`config.mk`:
```
export PLATFORM = sky130hd
export DESIGN_NAME = stopwatch_timer
export DESIGN_NICKNAME = d
export VERILOG_FILES = /design/src/rtl/stopwatch_pkg.sv /design/src/rtl/tick_gen.sv /design/src/rtl/stopwatch_timer.sv
export SDC_FILE = /design/constraint.sdc
export NUM_CORES = 1
export LEC_CHECK = 0
export ABC_AREA = 1
export CELL_PAD_IN_SITES_DETAIL_PLACEMENT = 0
export CELL_PAD_IN_SITES_GLOBAL_PLACEMENT = 1
export CORE_MARGIN = 2
export CORE_UTILIZATION = 42
export CTS_BUF_LIST = sky130_fd_sc_hd__clkbuf_4
export DETAILED_ROUTE_END_ITERATION = 10
export PLACE_DENSITY_LB_ADDON = 0.1
export SYNTH_ARGS = -nofsm -noshare
export SYNTH_HDL_FRONTEND = slang
export SYNTH_SLANG_ARGS = --single-unit
```
`constraint.sdc`:
```
create_clock -name clk -period 5.3 [get_ports clk]
set_clock_uncertainty 0.05 [all_clocks]
set_input_delay 1.06 -clock clk [delete_from_list [all_inputs] [get_ports clk]]
set_output_delay 1.06 -clock clk [all_outputs]
set_load 0.005 [all_outputs]
```
`src/rtl/stopwatch_pkg.sv`:
```
// Shared definitions for the stopwatch/countdown timer: FSM encoding,
// count-direction constants and default field moduli.
package stopwatch_pkg;

  typedef enum logic [1:0] {
    ST_IDLE  = 2'd0,
    ST_RUN   = 2'd1,
    ST_PAUSE = 2'd2,
    ST_DONE  = 2'd3
  } state_t;

  localparam logic MODE_UP   = 1'b0;
  localparam logic MODE_DOWN = 1'b1;

  localparam int DEF_CLK_HZ   = 100_000_000;
  localparam int DEF_TICK_HZ  = 100;
  localparam int DEF_FRAC_MOD = 100;
  localparam int DEF_SEC_MOD  = 60;
  localparam int DEF_MIN_MOD  = 60;

endpackage

```
`src/rtl/tick_gen.sv`:
```
// Prescaler producing a one-cycle tick enable every DIV enabled cycles.
// The count freezes while disabled and is zeroed by i_sync_clr.
module tick_gen #(
  parameter int DIV = 10
) (
  input  logic clk,
  input  logic reset,
  input  logic i_en,
  input  logic i_sync_clr,
  output logic o_tick
);

  localparam int CW = $clog2(DIV);
  localparam logic [CW-1:0] LAST = CW'(DIV - 1);

  logic [CW-1:0] cnt_q;
  logic [CW-1:0] cnt_d;

  always_comb begin
    cnt_d = cnt_q;
    if (i_sync_clr) begin
      cnt_d = '0;
    end else if (i_en) begin
      cnt_d = (cnt_q == LAST) ? '0 : cnt_q + 1'b1;
    end
  end

  always_ff @(posedge clk or negedge reset) begin
    if (!reset) begin
      cnt_q <= '0;
    end else begin
      cnt_q <= cnt_d;
    end
  end

  assign o_tick = i_en && !i_sync_clr && (cnt_q == LAST);

endmodule

```
`src/rtl/stopwatch_timer.sv`:
```
// min:sec:fraction stopwatch / countdown timer clocked by a tick enable,
// with preset load, lap capture and done/wrap pulses.
module stopwatch_timer
  import stopwatch_pkg::*;
#(
  parameter int CLK_HZ   = DEF_CLK_HZ,
  parameter int TICK_HZ  = DEF_TICK_HZ,
  parameter int FRAC_MOD = DEF_FRAC_MOD,
  parameter int SEC_MOD  = DEF_SEC_MOD,
  parameter int MIN_MOD  = DEF_MIN_MOD
) (
  input  logic                        clk,
  input  logic                        reset,
  input  logic                        i_run,
  input  logic                        i_clr,
  input  logic                        i_mode,
  input  logic                        i_load,
  input  logic [$clog2(MIN_MOD)-1:0]  i_load_min,
  input  logic [$clog2(SEC_MOD)-1:0]  i_load_sec,
  input  logic [$clog2(FRAC_MOD)-1:0] i_load_frac,
  input  logic                        i_lap,
  output logic [$clog2(MIN_MOD)-1:0]  o_min,
  output logic [$clog2(SEC_MOD)-1:0]  o_sec,
  output logic [$clog2(FRAC_MOD)-1:0] o_frac,
  output logic [$clog2(MIN_MOD)-1:0]  o_lap_min,
  output logic [$clog2(SEC_MOD)-1:0]  o_lap_sec,
  output logic [$clog2(FRAC_MOD)-1:0] o_lap_frac,
  output logic                        o_lap_valid,
  output logic                        o_running,
  output logic                        o_done,
  output logic                        o_wrap,
  output state_t                      o_state
);

  localparam int DIV = CLK_HZ / TICK_HZ;
  localparam int FW  = $clog2(FRAC_MOD);
  localparam int SW  = $clog2(SEC_MOD);
  localparam int MW  = $clog2(MIN_MOD);
  localparam logic [FW-1:0] FRAC_MAX = FW'(FRAC_MOD - 1);
  localparam logic [SW-1:0] SEC_MAX  = SW'(SEC_MOD - 1);
  localparam logic [MW-1:0] MIN_MAX  = MW'(MIN_MOD - 1);

  if (DIV < 2 || DIV * TICK_HZ != CLK_HZ) begin : g_bad_div
    $error("stopwatch_timer: CLK_HZ/TICK_HZ must be an exact ratio of at least 2");
  end

  state_t        state_q, state_d;
  logic [MW-1:0] min_q, min_d, lap_min_q, lap_min_d;
  logic [SW-1:0] sec_q, sec_d, lap_sec_q, lap_sec_d;
  logic [FW-1:0] frac_q, frac_d, lap_frac_q, lap_frac_d;
  logic          lap_valid_q, lap_valid_d;
  logic          running_q, running_d;
  logic          done_q, done_d;
  logic          wrap_q, wrap_d;
  logic          tick;
  logic          time_zero;

  // Prescaler is held at zero in IDLE so every fresh start gets a full period.
  tick_gen #(.DIV(DIV)) u_tick_gen (
    .clk        (clk),
    .reset      (reset),
    .i_en       (state_q == ST_RUN),
    .i_sync_clr (i_clr || i_load || (state_q == ST_IDLE)),
    .o_tick     (tick)
  );

  assign time_zero = (min_q == '0) && (sec_q == '0) && (frac_q == '0);

  always_comb begin
    state_d     = state_q;
    min_d       = min_q;
    sec_d       = sec_q;
    frac_d      = frac_q;
    lap_min_d   = lap_min_q;
    lap_sec_d   = lap_sec_q;
    lap_frac_d  = lap_frac_q;
    lap_valid_d = lap_valid_q;
    done_d      = 1'b0;
    wrap_d      = 1'b0;

    if (i_clr) begin
      state_d     = ST_IDLE;
      min_d       = '0;
      sec_d       = '0;
      frac_d      = '0;
      lap_min_d   = '0;
      lap_sec_d   = '0;
      lap_frac_d  = '0;
      lap_valid_d = 1'b0;
    end else if (i_load) begin
      min_d  = (i_load_min  > MIN_MAX)  ? MIN_MAX  : i_load_min;
      sec_d  = (i_load_sec  > SEC_MAX)  ? SEC_MAX  : i_load_sec;
      frac_d = (i_load_frac > FRAC_MAX) ? FRAC_MAX : i_load_frac;
      if (state_q == ST_DONE) begin
        state_d = ST_IDLE;
      end
    end else begin
      if (tick) begin
        if (i_mode == MODE_UP) begin
          if (frac_q != FRAC_MAX) begin
            frac_d = frac_q + 1'b1;
          end else begin
            frac_d = '0;
            if (sec_q != SEC_MAX) begin
              sec_d = sec_q + 1'b1;
            end else begin
              sec_d = '0;
              if (min_q != MIN_MAX) begin
                min_d = min_q + 1'b1;
              end else begin
                min_d  = '0;
                wrap_d = 1'b1;
              end
            end
          end
        end else if (time_zero) begin
          done_d = 1'b1;
        end else if (frac_q != '0) begin
          frac_d = frac_q - 1'b1;
        end else begin
          frac_d = FRAC_MAX;
          if (sec_q != '0) begin
            sec_d = sec_q - 1'b1;
          end else begin
            sec_d = SEC_MAX;
            min_d = min_q - 1'b1;
          end
        end
      end

      // Lap sees the registered (pre-tick) time.
      if (i_lap) begin
        lap_min_d   = min_q;
        lap_sec_d   = sec_q;
        lap_frac_d  = frac_q;
        lap_valid_d = 1'b1;
      end

      case (state_q)
        ST_IDLE:  if (i_run) state_d = ST_RUN;
        ST_RUN: begin
          if (done_d) begin
            state_d = ST_DONE;
          end else if (!i_run) begin
            state_d = ST_PAUSE;
          end
        end
        ST_PAUSE: if (i_run) state_d = ST_RUN;
        default:  state_d = state_q;
      endcase
    end

    running_d = (state_d == ST_RUN);
  end

  always_ff @(posedge clk or negedge reset) begin
    if (!reset) begin
      state_q     <= ST_IDLE;
      min_q       <= '0;
      sec_q       <= '0;
      frac_q      <= '0;
      lap_min_q   <= '0;
      lap_sec_q   <= '0;
      lap_frac_q  <= '0;
      lap_valid_q <= 1'b0;
      running_q   <= 1'b0;
      done_q      <= 1'b0;
      wrap_q      <= 1'b0;
    end else begin
      state_q     <= state_d;
      min_q       <= min_d;
      sec_q       <= sec_d;
      frac_q      <= frac_d;
      lap_min_q   <= lap_min_d;
      lap_sec_q   <= lap_sec_d;
      lap_frac_q  <= lap_frac_d;
      lap_valid_q <= lap_valid_d;
      running_q   <= running_d;
      done_q      <= done_d;
      wrap_q      <= wrap_d;
    end
  end

  assign o_min       = min_q;
  assign o_sec       = sec_q;
  assign o_frac      = frac_q;
  assign o_lap_min   = lap_min_q;
  assign o_lap_sec   = lap_sec_q;
  assign o_lap_frac  = lap_frac_q;
  assign o_lap_valid = lap_valid_q;
  assign o_running   = running_q;
  assign o_done      = done_q;
  assign o_wrap      = wrap_q;
  assign o_state     = state_q;

endmodule

```
## Word level (Yosys, flattened, before mapping)

Cells that the tools add are included.

| storage, ports and cells | value |
|---|---|
| register bits after elaboration | 64 |
| logic and storage cells | 122 |

| operators by class | value |
|---|---|
| add/subtract/negate cells | 7 |
| $lt $le $gt $ge | 3 |
| equal/unequal tests | 14 |
| muxes and demuxes | 65 |
| reduce and logical (&&, ||, !) cells | 21 |

Operators with widths:

| kind | count |
|---|---|
| two-way mux 6 bit | 27 |
| two-way mux 7 bit | 11 |
| two-way mux 20 bit | 3 |
| adder 20 x 1 -> 20 bit (second input constant) | 1 |
| == test 20 bit (second input constant) | 1 |
| inequality test 4 bit (second input constant) | 5 |
| two-way mux 1 bit | 17 |
| adder 6 x 1 -> 6 bit (second input constant) | 2 |
| > comparator 6 bit (second input constant) | 2 |
| logical NOT 6 bit | 2 |
| two-way mux 2 bit | 6 |
| inequality test 6 bit (second input constant) | 2 |
| subtractor 6 x 1 -> 6 bit (second input constant) | 2 |
| adder 7 x 1 -> 7 bit (second input constant) | 1 |
| > comparator 7 bit (second input constant) | 1 |
| logical NOT 7 bit | 1 |
| inequality test 7 bit (second input constant) | 1 |
| nonzero test 7 bit | 1 |
| subtractor 7 x 1 -> 7 bit (second input constant) | 1 |
| AND reduction 6 bit | 1 |
| nonzero test 6 bit | 1 |
| == test 2 x 1 -> 1 bit (second input constant) | 2 |
| == test 2 bit (second input constant) | 2 |
| logical AND 1 bit | 4 |
| 10 further kinds | 13 |

## Longest topological paths before layout

Gate-level depths: netlist of the first run.

| depth | value |
|---|---|
| depth in word-level cells | 13 |
| gate-level depth with buffers | 13 |
| depth with buffers taken out | 13 |

## Modules after synthesis

Synthesis of the first run repeated with hierarchy kept, for this count alone.

| unflattened totals | value |
|---|---|
| cells, all modules | 589 |
| area, all modules | 4276.6 sq um |

By module, submodules not included:

| module | instances | cells an instance | area an instance (sq um) | seq. area each (sq um) |
|---|---|---|---|---|
| stopwatch_timer | 1 | 422 | 3042.9 | 1101.1 |
| tick_gen | 1 | 167 | 1233.7 | 500.5 |

## Worst setup path before layout of the first run

OpenSTA, ideal clock, no wires.

| path | value |
|---|---|
| path kind | input to register |
| from | input port i_mode |
| to | register min_q[4] (netlist: o_min[4]) |
| setup time | 0.117 ns |
| arrival | 2.103 ns |
| path slack | 3.029 ns |
| cell stages on the path | 9 |
| path buffers | 2 |
| cell sequence | clkbuf_1 -> inv_1 -> nor2_1 -> nand2_1 -> nand3_2 -> nand2_2 -> buf_6 -> nand4_1 -> nand2_1 |

| between the ends | value |
|---|---|
| word-level cells in the longest chain between the ends | 4 |
| elaborated cells between the ends (all ways) | 10 |
| classes of those cells | 5 x eq/ne; 4 x mux; 1 x reduce/logical |

RTL lines:

| element | line | RTL |
|---|---|---|
| from (decl) | stopwatch_timer.sv:16 | `input logic i_mode,` |
| two-way mux 6 bit | stopwatch_timer.sv:99 | `if (i_mode == MODE_UP) begin` |
| two-way mux 6 bit | stopwatch_timer.sv:98 | `if (tick) begin` |
| two-way mux 6 bit | stopwatch_timer.sv:90 | `end else if (i_load) begin` |
| two-way mux 6 bit | stopwatch_timer.sv:81 | `if (i_clr) begin` |
| to (signal assigned) | stopwatch_timer.sv:171 | `min_q <= min_d;` |
| to (decl) | stopwatch_timer.sv:48 | `logic [MW-1:0] min_q, min_d, lap_min_q, lap_min_d;` |

Several ways; a longest one is shown, not always the timed one. The select of a mux whose other input is x is not followed.
A chain may end at the register's enable or synchronous reset.

## Final worst setup path of the first run

| path | value |
|---|---|
| from | input port i_mode |
| to | register min_q[2] (netlist: o_min[2]) |

The elaborated chain is that of the path after synthesis.

==> results.rst, run 1 <==
.. list-table::
   :header-rows: 1

   * - Metric
     - Value
   * - Peak per-stage delay on the critical path
     - a little over 0.9 ns
   * - Result of the run
     - completed
   * - Mean instance size in the synthesized netlist
     - between 6 and 7 um^2
   * - Max stage delay cell, worst path
     - sky130_fd_sc_hd__clkdlybuf4s50_1
   * - Count of antenna diodes in the layout
     - 0
   * - Layout Cells excl Fill
     - between 800 and 900
   * - CP Capture Type
     - flip-flop
   * - Clock insertion delay at the later pin of the skew report
     - between 0.4 and 0.5 ns
   * - Cells resized by post-CTS repair
     - 0
   * - Number of instances in the synthesized netlist
     - 615
   * - Remaining number of nets flagged by the antenna check after routing
     - 0
   * - Die Span X
     - around 100 um
   * - Number of filler instances in the final layout
     - about 1000
   * - Kind of cell adding the most delay to the critical path
     - buffers and inverters
   * - Sum of net half-perimeters after detailed placement
     - 8.72 mm
   * - Clock root cell
     - sky130_fd_sc_hd__clkbuf_4
   * - Area of placed instances
     - around 5000 um^2
   * - Met2 wire len
     - ~5.2 mm
   * - Std-Cell Rows
     - 36
   * - Cell chain of the critical path
     - clkdlybuf4s50_1 -> inv_1 -> nor2_1 -> nand2_1 -> nand3_2 -> nand2_2 -> nand3_2 -> nand2_1 -> nand2_1
   * - Setup-failing EPs final
     - 0
   * - Flop pwr share
     - 45.0%
   * - Setup TNS after final layout
     - 0 ns
   * - Maximum number of pins on one net before global-route repair
     - 65
   * - Core region area
     - just under 10000 um^2
   * - Yosys reg bits
     - between 60 and 70
   * - Detailed-route DRC error count
     - 0
   * - Power share of the combinational group
     - roughly a quarter
   * - Quantity of hold-fixing buffers added after cts
     - 0
   * - Min-delay worst type
     - reg2reg
   * - Number of setup buffers added after CTS
     - 0
   * - CP Data Arrival Time
     - roughly 3.5 ns
   * - VDD IR-drop max
     - roughly 0.14 mV
   * - Dominant cell type by count on the critical path
     - sky130_fd_sc_hd__nand2_1
   * - Hold Worst Slack
     - 0.440 ns
   * - Warnings, synthesis
     - 0
   * - Cell area after synthesis
     - 4200 um^2
   * - First-pass GRT wire length
     - between 15 and 20 mm
   * - Number of vias per cell
     - 5.24
   * - Total buffers and inverters traversed by the critical path
     - 2
   * - TritonCTS Sinks
     - 64
   * - Number of H-tree levels
     - 3
   * - GR Util All Layers
     - between 20% and 30%
   * - P per Cell Area
     - 243 nW/um^2
   * - Worst rel slew slack
     - between 10% and 20%
   * - Ratio of final minimum period to clock period
     - 60.1%
   * - Worst endpoint required time
     - 5.64 ns
   * - Maximum fanout along the worst path
     - 17
   * - Number of port buffers
     - between 60 and 70
   * - Routed metal-1 wirelength
     - 5.81 mm
   * - Final hold violations
     - 0
   * - Mean routed wirelength per cell
     - approximately 14 um
   * - Number of clock buffers inserted by TritonCTS
     - 9
   * - Cell count after placement
     - approximately 810
   * - Netlist cell types
     - 34
   * - Switching share of total power
     - between 30% and 40%
   * - Routability Congestion
     - 0.895
   * - Crit path time final
     - between 3 and 4 ns
   * - 1st-iter DRT viols
     - 172
   * - Max-slew violation total from the final report
     - 0
   * - Worst-Margin Slew
     - approximately 1.2 ns
   * - Maximum clock frequency
     - 314 MHz
   * - Longest Clk Path Bufs
     - 2
   * - Leakage power total
     - between 2 and 2.5 nW
   * - Clock network fraction of total power
     - a little over 30%
   * - Routed via count
     - roughly 4300
   * - Vias in the first global route
     - slightly above 4000
   * - Top routing layer in use
     - met4
   * - Layout Area Growth over Synthesis
     - 22.6%
   * - Final Cell Area
     - between 5000 and 6000 um^2
   * - Number of iterations in the first detailed-routing pass
     - 5
   * - Count of pins on the block boundary
     - 70
   * - GRT overflow
     - 0
   * - Design internal power
     - between 800 and 900 uW
   * - Die Span Y
     - approximately 100 um
   * - Net count of the finished layout
     - between 700 and 800
   * - Initial antenna violation count
     - 0
   * - Sequential fraction of the synthesis area
     - 38.1%
   * - Switching power
     - a little over 400 uW
   * - Unrepaired setup endpoints after global routing
     - false
   * - Die Area
     - between 10000 and 15000 um^2
   * - CP Class
     - in2reg
   * - WL met3
     - about 590 um
   * - Detailed Route WL
     - between 10 and 15 mm
   * - Reported max-cap violation count
     - 0
   * - Startpoint type of the worst setup path
     - input port
   * - Synthesized netlist net count
     - 651
   * - Initial cell density of the core
     - 43.2%
   * - Clock-pin slew reported for the worst setup and hold paths after clock tree synthesis
     - 0.10 ns
   * - Share of layout cells above drive strength 1
     - around 5.2%
   * - Clock tree from TritonCTS
     - done
==> synth_stat cells <==
master                     instances  area, um^2
sky130_fd_sc_hd__inv_1            64         240
sky130_fd_sc_hd__nor4_1            2        12.5
sky130_fd_sc_hd__buf_6             2        22.5
sky130_fd_sc_hd__a32o_1            1        10.0
sky130_fd_sc_hd__nor3_1            8        40.0
sky130_fd_sc_hd__nand3_2           4        40.0
sky130_fd_sc_hd__nand2_2           3        18.8
sky130_fd_sc_hd__a31oi_1           4        25.0
sky130_fd_sc_hd__o21ai_0          56         280
sky130_fd_sc_hd__clkbuf_1          3        11.3
sky130_fd_sc_hd__o211ai_1          2        15.0
sky130_fd_sc_hd__dfrtp_1          64        1600
sky130_fd_sc_hd__nand3_1          53         265
sky130_fd_sc_hd__nor2_4            1        11.3
sky130_fd_sc_hd__a22oi_1           3        22.5
sky130_fd_sc_hd__clkbuf_2          1        5.00
sky130_fd_sc_hd__buf_1             1        3.75
sky130_fd_sc_hd__nor3_2            1        10.0
sky130_fd_sc_hd__ha_1             10         125
sky130_fd_sc_hd__nor3b_1           1        7.51
sky130_fd_sc_hd__o21ai_1           7        35.0
sky130_fd_sc_hd__xnor2_1           3        26.3
sky130_fd_sc_hd__nand2_1         184         691
sky130_fd_sc_hd__nand3b_1          2        15.0
sky130_fd_sc_hd__inv_2             5        18.8
sky130_fd_sc_hd__nand4_1          19         119
sky130_fd_sc_hd__buf_2             9        45.0
sky130_fd_sc_hd__xor2_1           12         105
sky130_fd_sc_hd__nor2_2            3        18.8
sky130_fd_sc_hd__nor4b_1           1        8.76
sky130_fd_sc_hd__o22ai_1           6        37.5
sky130_fd_sc_hd__nor2_1           69         259
sky130_fd_sc_hd__a21oi_1          10        50.1
sky130_fd_sc_hd__clkinv_1          1        3.75
==> registers in the layout, indices dropped and copies added (netlist names), 2 cells and up <==
signal and flops:
o_state 2, u_tick_gen.cnt_q 20, o_lap_min 6, o_min 6, o_lap_frac 7, o_frac 7
o_lap_sec 6, o_sec 6
==> final timing paths <==
check / to / cells after the start / slack [ns] / start
hold / removal: o_lap_sec[4] / 2 / 0.44 / o_lap_sec[4]
min in group asynchronous: u_tick_gen.cnt_q[4] / 2 / 0.73 / reset
setup reg to reg: o_min[2] / 10 / 3.10 / u_tick_gen.cnt_q[0]
hold reg to reg: o_lap_sec[4] / 2 / 0.44 / o_lap_sec[4]
setup / recovery: o_min[2] / 9 / 2.11 / i_mode
max in group asynchronous: o_min[2] / 2 / 3.91 / reset
==> layout by cell type, fill, tap and decap left out, types with 6 or more instances in the layout <==
cell type	n
sky130_fd_sc_hd__nand2_1	184
sky130_fd_sc_hd__nor2_1	69
sky130_fd_sc_hd__clkdlybuf4s50_1	68
sky130_fd_sc_hd__inv_1	64
sky130_fd_sc_hd__dfrtp_1	64
sky130_fd_sc_hd__o21ai_0	56
sky130_fd_sc_hd__nand3_1	53
sky130_fd_sc_hd__nand4_1	19
sky130_fd_sc_hd__xor2_1	12
sky130_fd_sc_hd__a21oi_1	10
sky130_fd_sc_hd__ha_1	10
sky130_fd_sc_hd__clkbuf_4	9
sky130_fd_sc_hd__nor3_1	8
sky130_fd_sc_hd__o21ai_1	7
sky130_fd_sc_hd__o22ai_1	6
==> per-layer routing <==
| metal | track usage (%) | up-vias |
|---|---|---|
| li1 | - | 2149 |
| met1 | 32.9 | 1995 |
| met2 | 34.4 | 138 |
| met3 | 3.51 | 21 |
| met4 | 8.69 | 0 |
| met5 | 0 | - |
==> power by group through the flow <==
stage | Clock [mW] | Sequential, mW | Combinational (mW)
finish | 0.382 | 0.562 | 0.306
global route | 0.418 | 0.567 | 0.344
CTS | 0.391 | 0.561 | 0.306
detailed placement | 0 | 0.570 | 0.304
global placement | 0 | 0.572 | 0.304
floorplan | 0 | 0.554 | 0.180
==> worst min-delay path, stage by stage, from the launching register on <==
cell and delay [ns]:
sky130_fd_sc_hd__dfrtp_1 0.36, sky130_fd_sc_hd__nand2_1 0.05, sky130_fd_sc_hd__o21ai_0 0.06
==> logic make-up after synthesis <==
group	count (synthesis)	share of synthesized area (%)
AND/OR/NAND/NOR	351	36.1
AO/OA/AOI/OAI	89	11.3
XOR/XNOR	15	3.13
flip-flops	64	38.1
buffers and inverters	86	8.34
adder cells (fa/ha/maj)	10	2.98
==> through the flow <==
step	util, %	power (mW)	worst slack, ns
floorplan	-	0.734	3.03
global placement	51.3	0.876	1.79
detailed placement	51.3	0.875	1.65
CTS	52.9	1.26	2.12
global route	52.9	1.33	1.82
finish	52.9	1.25	2.11
==> area by class of cell <==
type | count | area, um^2 | share of cell area [%]
Clock inverter | 7 | 86.3 | 1.68
Clock buffer | 9 | 67.6 | 1.31
Inverter | 70 | 263 | 5.10
Sequential cell | 64 | 1600 | 31.1
Timing Repair Buffer | 73 | 716 | 13.9
Tap cell | 133 | 166 | 3.23
Multi-Input combinational cell | 465 | 2250 | 43.7
No activity file was read; power rests on OpenSTA's default activity.
==> inputs of run 2 (changes only) <==
Settings changed: CORE_UTILIZATION 42 to 39.
Clock period 5.3 ns to 3.1 ns, I/O delays scaled along.
==> results.rst, run 2 (synthesis gave the netlist of run 1 again) <==
.. list-table::
   :header-rows: 1

   * - Metric
     - Value
   * - Number of setup buffers added after CTS
     - 0 (unchanged)
   * - Std-Cell Rows
     - 37 (was 36)
   * - Max-slew violation total from the final report
     - 0 (unchanged)
   * - TritonCTS Sinks
     - 64 (unchanged)
   * - Max stage delay cell, worst path
     - sky130_fd_sc_hd__dfrtp_1 (was sky130_fd_sc_hd__clkdlybuf4s50_1)
   * - Capturing point of the worst reg2reg path
     - o_min[2] (unchanged)
   * - Longest Clk Path Bufs
     - 2 (unchanged)
   * - CP Capture Type
     - output pin (was flip-flop)
   * - Crit path time final
     - around 2.3 ns
   * - GRT overflow
     - 0 (unchanged)
   * - VDD IR-drop max
     - 0.166 mV (was 0.144 mV)
   * - Result of the run
     - completed (unchanged)
   * - Leading cell type in the layout, fill and taps excluded
     - sky130_fd_sc_hd__nand2_1 (unchanged)
   * - Core region area
     - 10400 um^2 (was 9730 um^2)
   * - Clock-pin slew reported for the worst setup and hold paths after clock tree synthesis
     - 0.11 ns (was 0.10 ns)
   * - Clock root cell
     - sky130_fd_sc_hd__clkbuf_4 (unchanged)
   * - Maximum number of pins on one net before global-route repair
     - 35 (was 65)
   * - P per Cell Area
     - 395 nW/um^2 (was 243 nW/um^2)
   * - Die Area
     - 11600 um^2 (was 10800 um^2)
   * - Quantity of hold-fixing buffers added after cts
     - 0 (unchanged)
   * - Area of combinational cells with multiple inputs
     - 2250 um^2 (unchanged)
   * - Cell chain of the critical path
     - clkdlybuf4s50_1 (was clkdlybuf4s50_1 -> inv_1 -> nor2_1 -> nand2_1 -> nand3_2 -> nand2_2 -> nand3_2 -> nand2_1 -> nand2_1)
   * - CP Data Arrival Time
     - 1.62 ns (was 3.52 ns)
   * - 1st-iter DRT viols
     - 205 (was 172)
   * - Detailed Route WL
     - 12.2 mm (was 11.9 mm)
   * - Routability Congestion
     - 0.880 (was 0.895)
   * - Detailed-route DRC error count
     - 0 (unchanged)
   * - Maximum clock frequency
     - 437 MHz
   * - Vias in the first global route
     - 4096 (was 4044)
   * - Highest-count cells in the layout ignoring fill and taps
     - sky130_fd_sc_hd__nand2_1 (184), sky130_fd_sc_hd__nor2_1 (69), sky130_fd_sc_hd__clkdlybuf4s50_1 (68) (unchanged)
   * - Worst endpoint required time
     - 2.43 ns (was 5.64 ns)
   * - Number of H-tree levels
     - 3 (unchanged)
   * - Number of clock buffers inserted by TritonCTS
     - 9 (unchanged)
   * - Die Span Y
     - 108 um (was 104 um)
   * - Worst slack at placement
     - 0.391 ns (was 1.65 ns)
   * - Ratio of final minimum period to clock period
     - between 70% and 80%
   * - Number of vias per cell
     - 5.14 (was 5.24)
   * - Worst setup margin
     - 0.810 ns (was 2.11 ns)
   * - Share of layout cells above drive strength 1
     - 5.76% (was 5.23%)
   * - Worst-Margin Slew
     - 0.853 ns (was 1.20 ns)
   * - Number of filler instances in the final layout
     - 1047 (was 1031)
   * - Clock insertion delay at the later pin of the skew report
     - 0.43 ns (was 0.45 ns)
   * - Reported max-cap violation count
     - 0 (unchanged)
   * - Setup-failing EPs final
     - 0 (unchanged)
   * - Number of port buffers
     - 69 (unchanged)
   * - Number of iterations in the first detailed-routing pass
     - 4 (was 5)
   * - Leakage power total
     - 2.36 nW (was 2.34 nW)
   * - Startpoint of the worst-slack reg-to-reg timing path
     - u_tick_gen.cnt_q[0] (unchanged)
   * - Final hold violations
     - 0 (unchanged)
   * - Die Span X
     - 108 um (was 104 um)
   * - Sum of net half-perimeters after detailed placement
     - 9.22 mm (was 8.72 mm)
   * - Length in cells of the worst reg-to-reg path
     - 10 (unchanged)
   * - Worst rel slew slack
     - 43.1% (was 19.8%)
   * - Remaining number of nets flagged by the antenna check after routing
     - 0 (unchanged)
   * - GR Util All Layers
     - 22.3% (was 22.8%)
   * - Hold Worst Slack
     - 0.242 ns (was 0.440 ns)
   * - Clock tree from TritonCTS
     - done (unchanged)
   * - Unrepaired setup endpoints after global routing
     - false (unchanged)
   * - Cells resized by post-CTS repair
     - 0 (unchanged)
   * - Count of antenna diodes in the layout
     - 0 (unchanged)
   * - Min-delay worst type
     - in2async (was reg2reg)
   * - CP Class
     - reg2out (was in2reg)
   * - Mean routed wirelength per cell
     - 14.7 um (was 14.4 um)
   * - Total buffers and inverters traversed by the critical path
     - 1 (was 2)
   * - First-pass GRT wire length
     - 20.4 mm (was 20.0 mm)
   * - Routed via count
     - 4268 (was 4303)
   * - Net count of the finished layout
     - 725 (was 719)
   * - Kind of cell adding the most delay to the critical path
     - flip-flops (was buffers and inverters)
   * - Maximum fanout along the worst path
     - 10 (was 17)
   * - Register Area
     - 1600 um^2 (unchanged)
   * - Count of pins on the block boundary
     - 70 (unchanged)
   * - Initial antenna violation count
     - 0 (unchanged)
   * - Number of stages on the worst setup path
     - 1 (was 9)
   * - Number of flip-flops in the largest register
     - 20 (unchanged)
   * - Initial cell density of the core
     - 40.5% (was 43.2%)
   * - Setup TNS after final layout
     - 0 ns (unchanged)
   * - Setup slack, reg-to-reg
     - 0.91 ns (was 3.10 ns)
   * - Startpoint type of the worst setup path
     - flip-flop (was input port)
   * - Layout Area Growth over Synthesis
     - 23.1% (was 22.6%)
   * - Register with the highest flop count
     - u_tick_gen.cnt_q (unchanged)
   * - Peak per-stage delay on the critical path
     - 0.61 ns (was 0.91 ns)
-- run 2: final cells by class --
| class | instances | area share [%] |
|---|---|---|
| well taps | 136 | 3.29 |
| clock buffers | 10 | 1.45 |
| clock inverters | 6 | 0.968 |
| flip-flops and latches | 64 | 31.0 |
| multi-input cells | 465 | 43.5 |
| repair buffers | 79 | 14.7 |
| inverters | 70 | 5.08 |
-- run 2: layer usage --
| metal | vias to the layer above | global-route usage (%) | part of all wire, % |
|---|---|---|---|
| met1 | 1987 | 32.5 | 49 |
| met4 | 0 | 6.23 | 1.4 |
| met5 | - | 0 | 0 |
| met3 | 13 | 3.93 | 4.9 |
| met2 | 115 | 33.9 | 44 |
| li1 | 2153 | - | - |
-- run 2: how the worst max path moves through the flow --
stage	from	endpoint	slack, ns
floorplan	i_mode	o_min[4]	1.27
global placement	i_clr	o_lap_frac[2]	0.51
detailed placement	i_clr	o_lap_sec[1]	0.39
CTS	o_min[2]	o_min[2]	0.79
global route	u_tick_gen.cnt_q[0]	o_min[4]	0.64
finish	o_min[2]	o_min[2]	0.81
-- run 2: stage by stage --
stage	cell area, um^2	std cells	util (%)	total power, mW
after floorplan	4200	615	-	1.26
final	5170	830	49.8	2.04
after detailed placement	5040	814	48.6	1.50
after global placement	5040	814	48.6	1.50
after global routing	5170	830	49.8	2.19
after CTS	5170	830	49.8	2.06
-- run 2: where the power goes --
group	leakage (nW)	total (mW)	switching (mW)	internal (mW)
registers	0.870	0.961	0.0805	0.881
clock network	0.0703	0.557	0.313	0.243
logic	1.42	0.524	0.287	0.237
